**config.mk**
```make
export PLATFORM = sky130hd
export DESIGN_NAME = bus_endpoint
export DESIGN_NICKNAME = d
export VERILOG_FILES = /design/src/rtl/bus_ep_pkg.sv /design/src/rtl/ep_sync_fifo.sv /design/src/rtl/bus_endpoint.sv
export SDC_FILE = /design/constraint.sdc
export NUM_CORES = 1
export LEC_CHECK = 0
export CAP_MARGIN = 20
export CORE_MARGIN = 2
export CORE_UTILIZATION = 35
export CTS_CLUSTER_SIZE = 8
export DETAILED_ROUTE_END_ITERATION = 6
export PLACE_DENSITY = 0.55
export SLEW_MARGIN = 40
export SYNTH_ARGS = -nofsm -noshare
export SYNTH_HDL_FRONTEND = slang
export SYNTH_HIERARCHICAL = 1
export SYNTH_SLANG_ARGS = --single-unit
```
**constraint.sdc**
```tcl
create_clock -name clk -period 9.6 [get_ports clk]
set_input_delay 0.96 -clock clk [delete_from_list [all_inputs] [get_ports clk]]
set_output_delay 0.96 -clock clk [all_outputs]
set_load 0.01 [all_outputs]
```
**src/rtl/bus_ep_pkg.sv**
```systemverilog
// -----------------------------------------------------------------------------
// bus_ep_pkg
// Shared definitions for the broadcast-bus endpoint:
//   ID_W        width of the destination ID held in the top bits of a packet
//   MAX_PKT_W   widest packet the helper functions accept (callers zero-extend)
//   dest_id()   extracts the destination ID from a packet of any width >= ID_W
//   is_for_me() address filter: destination equals own ID or broadcast ID
// -----------------------------------------------------------------------------
package bus_ep_pkg;

    localparam int ID_W      = 8;
    localparam int MAX_PKT_W = 256;

    // The packet is passed zero-extended to MAX_PKT_W so one function serves
    // every pckg_sz; the real width selects where the ID field sits.
    function automatic logic [ID_W-1:0] dest_id(
        input logic [MAX_PKT_W-1:0] pkt,
        input int                   pkt_w
    );
        logic [MAX_PKT_W-1:0] shifted;
        shifted = pkt >> (pkt_w - ID_W);
        return shifted[ID_W-1:0];
    endfunction

    function automatic logic is_for_me(
        input logic [MAX_PKT_W-1:0] pkt,
        input int                   pkt_w,
        input logic [ID_W-1:0]      my_id,
        input logic [ID_W-1:0]      bcast_id
    );
        logic [ID_W-1:0] dst;
        dst = dest_id(pkt, pkt_w);
        return (dst == my_id) || (dst == bcast_id);
    endfunction

endpackage

```
**src/rtl/ep_sync_fifo.sv**
```systemverilog
// -----------------------------------------------------------------------------
// ep_sync_fifo
// Show-ahead synchronous FIFO with a registered head output.
// Ports:
//   clk, reset      clock, asynchronous active-low reset
//   push, din       write request / data (ignored when full unless popping)
//   pop             read request (ignored when empty)
//   dout            registered head; holds its last value once the FIFO empties
//   full, empty     status from registered pointers
//   count           current occupancy
// -----------------------------------------------------------------------------
module ep_sync_fifo
    import bus_ep_pkg::*;
#(
    parameter int WIDTH = 16,
    parameter int DEPTH = 8
) (
    input  logic                     clk,
    input  logic                     reset,
    input  logic                     push,
    input  logic                     pop,
    input  logic [WIDTH-1:0]         din,
    output logic [WIDTH-1:0]         dout,
    output logic                     full,
    output logic                     empty,
    output logic [$clog2(DEPTH):0]   count
);

    localparam int AW = $clog2(DEPTH);
    localparam int PW = AW + 1;

    logic [WIDTH-1:0] mem [DEPTH];
    logic [PW-1:0]    wr_ptr_reg, rd_ptr_reg;
    logic [PW-1:0]    rd_ptr_next;
    logic [WIDTH-1:0] dout_reg;
    logic             do_push, do_pop;

    // Extra pointer MSB tells a full FIFO from an empty one.
    assign empty = (wr_ptr_reg == rd_ptr_reg);
    assign full  = (wr_ptr_reg[AW] != rd_ptr_reg[AW]) &&
                   (wr_ptr_reg[AW-1:0] == rd_ptr_reg[AW-1:0]);
    assign count = wr_ptr_reg - rd_ptr_reg;

    assign do_pop      = pop && !empty;
    // A pop in the same cycle frees the slot a write into a full FIFO needs.
    assign do_push     = push && (!full || do_pop);
    assign rd_ptr_next = rd_ptr_reg + PW'(1);
    assign dout        = dout_reg;

    // Storage has no reset so it maps onto block RAM.
    always_ff @(posedge clk) begin
        if (do_push)
            mem[wr_ptr_reg[AW-1:0]] <= din;
    end

    always_ff @(posedge clk or negedge reset) begin
        if (!reset) begin
            wr_ptr_reg <= '0;
            rd_ptr_reg <= '0;
            dout_reg   <= '0;
        end else begin
            if (do_push)
                wr_ptr_reg <= wr_ptr_reg + PW'(1);
            if (do_pop)
                rd_ptr_reg <= rd_ptr_next;

            // Keep the head register equal to the entry at the new read pointer.
            if (do_pop) begin
                if (count == PW'(1)) begin
                    // Last entry leaves: a same-cycle write becomes the head,
                    // otherwise the old value is held.
                    if (do_push)
                        dout_reg <= din;
                end else begin
                    dout_reg <= mem[rd_ptr_next[AW-1:0]];
                end
            end else if (empty && do_push) begin
                dout_reg <= din;
            end
        end
    end

endmodule

```
**src/rtl/bus_endpoint.sv**
```systemverilog
// -----------------------------------------------------------------------------
// bus_endpoint
// Responder end of the shared broadcast bus, one per driver slot.
// Ports:
//   clk, reset               clock, asynchronous active-low reset
//   pndng, D_pop, pop        TX side toward the bus arbiter
//   push, D_push             packets delivered by the bus
//   tx_valid/tx_ready/tx_data host -> TX FIFO handshake
//   rx_valid/rx_ready/rx_data RX FIFO -> host handshake
//   rx_drop_cnt              accepted packets lost to a full RX FIFO (saturating)
//   err_underflow            sticky: pop while nothing was pending
// pckg_sz must lie between ID_W and MAX_PKT_W.
// -----------------------------------------------------------------------------
module bus_endpoint
    import bus_ep_pkg::*;
#(
    parameter int              pckg_sz   = 16,
    parameter int              depth     = 8,
    parameter logic [ID_W-1:0] id        = 8'h00,
    parameter logic [ID_W-1:0] broadcast = 8'hFF
) (
    input  logic               clk,
    input  logic               reset,
    output logic               pndng,
    output logic [pckg_sz-1:0] D_pop,
    input  logic               pop,
    input  logic               push,
    input  logic [pckg_sz-1:0] D_push,
    input  logic               tx_valid,
    output logic               tx_ready,
    input  logic [pckg_sz-1:0] tx_data,
    output logic               rx_valid,
    input  logic               rx_ready,
    output logic [pckg_sz-1:0] rx_data,
    output logic [7:0]         rx_drop_cnt,
    output logic               err_underflow
);

    localparam int CW = $clog2(depth) + 1;

    logic                 tx_full, tx_empty;
    logic                 rx_full, rx_empty;
    logic [CW-1:0]        tx_count_unused, rx_count_unused;
    logic [MAX_PKT_W-1:0] d_push_ext;
    logic                 rx_accept;
    logic                 rx_drop;
    logic [7:0]           rx_drop_cnt_reg;
    logic                 err_underflow_reg;

    assign d_push_ext = MAX_PKT_W'(D_push);
    assign rx_accept  = push && is_for_me(d_push_ext, pckg_sz, id, broadcast);
    // Full with no same-cycle host read: nowhere to put the packet.
    assign rx_drop    = rx_accept && rx_full && !rx_ready;

    assign tx_ready      = !tx_full;
    assign pndng         = !tx_empty;
    assign rx_valid      = !rx_empty;
    assign rx_drop_cnt   = rx_drop_cnt_reg;
    assign err_underflow = err_underflow_reg;

    ep_sync_fifo #(.WIDTH(pckg_sz), .DEPTH(depth)) u_tx_fifo (
        .clk   (clk),
        .reset (reset),
        .push  (tx_valid && !tx_full),
        .pop   (pop),
        .din   (tx_data),
        .dout  (D_pop),
        .full  (tx_full),
        .empty (tx_empty),
        .count (tx_count_unused)
    );

    ep_sync_fifo #(.WIDTH(pckg_sz), .DEPTH(depth)) u_rx_fifo (
        .clk   (clk),
        .reset (reset),
        .push  (rx_accept),
        .pop   (rx_ready),
        .din   (D_push),
        .dout  (rx_data),
        .full  (rx_full),
        .empty (rx_empty),
        .count (rx_count_unused)
    );

    always_ff @(posedge clk or negedge reset) begin
        if (!reset) begin
            rx_drop_cnt_reg   <= '0;
            err_underflow_reg <= 1'b0;
        end else begin
            if (rx_drop && rx_drop_cnt_reg != 8'hFF)
                rx_drop_cnt_reg <= rx_drop_cnt_reg + 8'd1;
            if (pop && tx_empty)
                err_underflow_reg <= 1'b1;
        end
    end

endmodule

```
==> flow_summary.json <==
{
  "dieArea_sq_um": 40600,
  "critical_path.max_fanout": 67,
  "start_util": 0.354,
  "wl_microns": 31900,
  "slew_headroom": 0.481,
  "die_h_microns": 201,
  "setup_viol": 0,
  "ys_warn_count": 6,
  "grt_max_degree": 70,
  "postCtsSetupBuffers": 0,
  "criticalPathCategory": "register to register",
  "powerDensity_nw_per_um2": 333,
  "syn-num-nets": 1022,
  "cts_tree": "done",
  "tightest_slew_ps": 778,
  "drive_gt1_frac": 0.113,
  "grt.total_usage": 0.158,
  "slew_violations": 0,
  "vias": 8472,
  "final_nets": 1102,
  "grt_overflow": 0,
  "clkTransAtPathRegs_ps": 50,
  "worst_slack_ps": 5560,
  "io_pins": 82,
  "num_rows": 72,
  "syn_area_sq_um": 13700,
  "worstSkewPairLatency_ps": 550,
  "cap_violations": 0,
  "core_sq_um": 38600,
  "grt_pass1_wl_microns": 50300,
  "clk_root_buffer_cell": "clkbuf_16",
  "die_w_microns": 201,
  "syn_inst": 971,
  "cts_resized": 0,
  "cts-hold-fix-buffers": 0,
  "antenna_found_initial": 0,
  "wire_per_inst_microns": 19.9,
  "portBuffers": 81,
  "rsz0062_at_grt": "false",
  "finalCritPeriodShare": 0.420,
  "drtAntennaViolNets": 0,
  "outcome": "completed",
  "fin_setup_tns_ps": 0,
  "start_kind": "register",
  "syn_to_final_growth_pct": 20.6,
  "place_hpwl_microns": 18800,
  "r2r_start": "u_tx_fifo/rd_ptr_reg[0]",
  "dp_slack_ps": 5110,
  "clock_path_buffers": 3,
  "dr.pass1.iters": 4,
  "cp-startpoint": "u_tx_fifo/rd_ptr_reg[0]",
  "grt_pass1_vias": 8509,
  "hold_ws_ps": 413,
  "worstPathRequired_ps": 9820,
  "first_iter_violations": 490,
  "cts.sinks": 313,
  "peakVddDrop_mv": 0.182,
  "ctsHtreeMaxLevel": 2,
  "cellLeakagePower_nw": 5.86,
  "setup.worst_path.end_class": "register",
  "gp_congestion": 0.736,
  "diodes": 0,
  "skew_ps": 16.0,
  "vias_per_cell": 5.28,
  "hold_class": "primary input to async pin",
  "cp.arrival_ps": 4250,
  "hold_viol": 0,
  "max_freq_mhz": 248,
  "numCtsBuffers": 45,
  "drcViolationCount": 0,
  "synth.avg_cell_area_sq_um": 14.1,
  "period_minus_slack_ps": 4040
}
per-layer routing:
layer | wire (microns) | up-vias | GRT usage | part of all wire
met4 | 515 | 0 | 0.0412 | 0.016
met1 | 14300 | 4265 | 0.216 | 0.45
met2 | 15400 | 224 | 0.260 | 0.48
met3 | 1660 | 45 | 0.0279 | 0.052
li1 | - | 3938 | - | -
met5 | 0 | - | 0 | 0
power breakdown:
part	switching, W	internal [W]	total (W)
clock	0.000574	0.000893	0.00147
combinational	0.00135	0.000885	0.00223
sequential	0.000110	0.00168	0.00179
final cells by class:
class / instances / area [sq um]
Fill cell: 3606 / 22100
Sequential cell: 313 / 9120
Multi-Input combinational cell: 558 / 4280
Clock buffer: 80 / 1270
Timing Repair Buffer: 97 / 936
Tap cell: 518 / 648
Inverter: 36 / 135
Clock inverter: 4 / 76.3
critical path, stage by stage, from the launching register on:
cell and delay (ps):
dfrtp_2 330, buf_4 570, ha_1 390, and3_1 200, and2_1 180, nor2b_1 110
inv_1 290, a31oi_1 620, nand2_1 360, nor3_2 300, buf_4 320
final timing paths:
| path | endpoint | slack [ps] | cells past startpoint |
|---|---|---|---|
| worst min-delay path | u_rx_fifo/dout[8] | 410 | 1 |
| max in group asynchronous | u_tx_fifo/rd_ptr_reg[0] | 8690 | 1 |
| worst max-delay path | u_tx_fifo/mem[1][6] | 5560 | 10 |
| worst min register to register | err_underflow | 460 | 1 |
| worst max register to register | u_tx_fifo/mem[1][6] | 5560 | 10 |
| min in group clk | err_underflow | 460 | 1 |
metrics by stage:
stage	cells	total power, W	area [sq um]	util
3_3_place_gp	1522	0.00401	15000	0.390
2_1_floorplan	971	0.00331	13700	-
6_report	1606	0.00548	16500	0.427
3_5_place_dp	1522	0.00405	15100	0.392
4_1_cts	1606	0.00554	16500	0.427
5_1_grt	1606	0.00582	16500	0.427
layout by cell type (no fill, tap or decap), drive strengths merged, types with 2 or more instances in the layout:
| cell type | instances |
|---|---|
| and3 | 51 |
| mux2 | 4 |
| nand2b | 4 |
| inv | 37 |
| clkbuf | 80 |
| nand3 | 25 |
| ha | 11 |
| o21ai | 38 |
| xor2 | 12 |
| nor4 | 16 |
| fa | 2 |
| or4 | 2 |
| nand2 | 54 |
| nor2b | 63 |
| a21oi | 3 |
| a31oi | 34 |
| mux2i | 66 |
| clkdlybuf4s50 | 80 |
| o211ai | 15 |
| nand3b | 2 |
| buf | 17 |
| edfxtp | 256 |
| a21o | 2 |
| nor2 | 20 |
| and4 | 15 |
| dfrtp | 57 |
| nor3 | 13 |
| o21a | 2 |
| xnor2 | 13 |
| and2 | 2 |
| nand4 | 5 |
| clkinv | 2 |
| a2111o | 16 |
| a2111oi | 63 |
(Power assumes the default switching activity.)
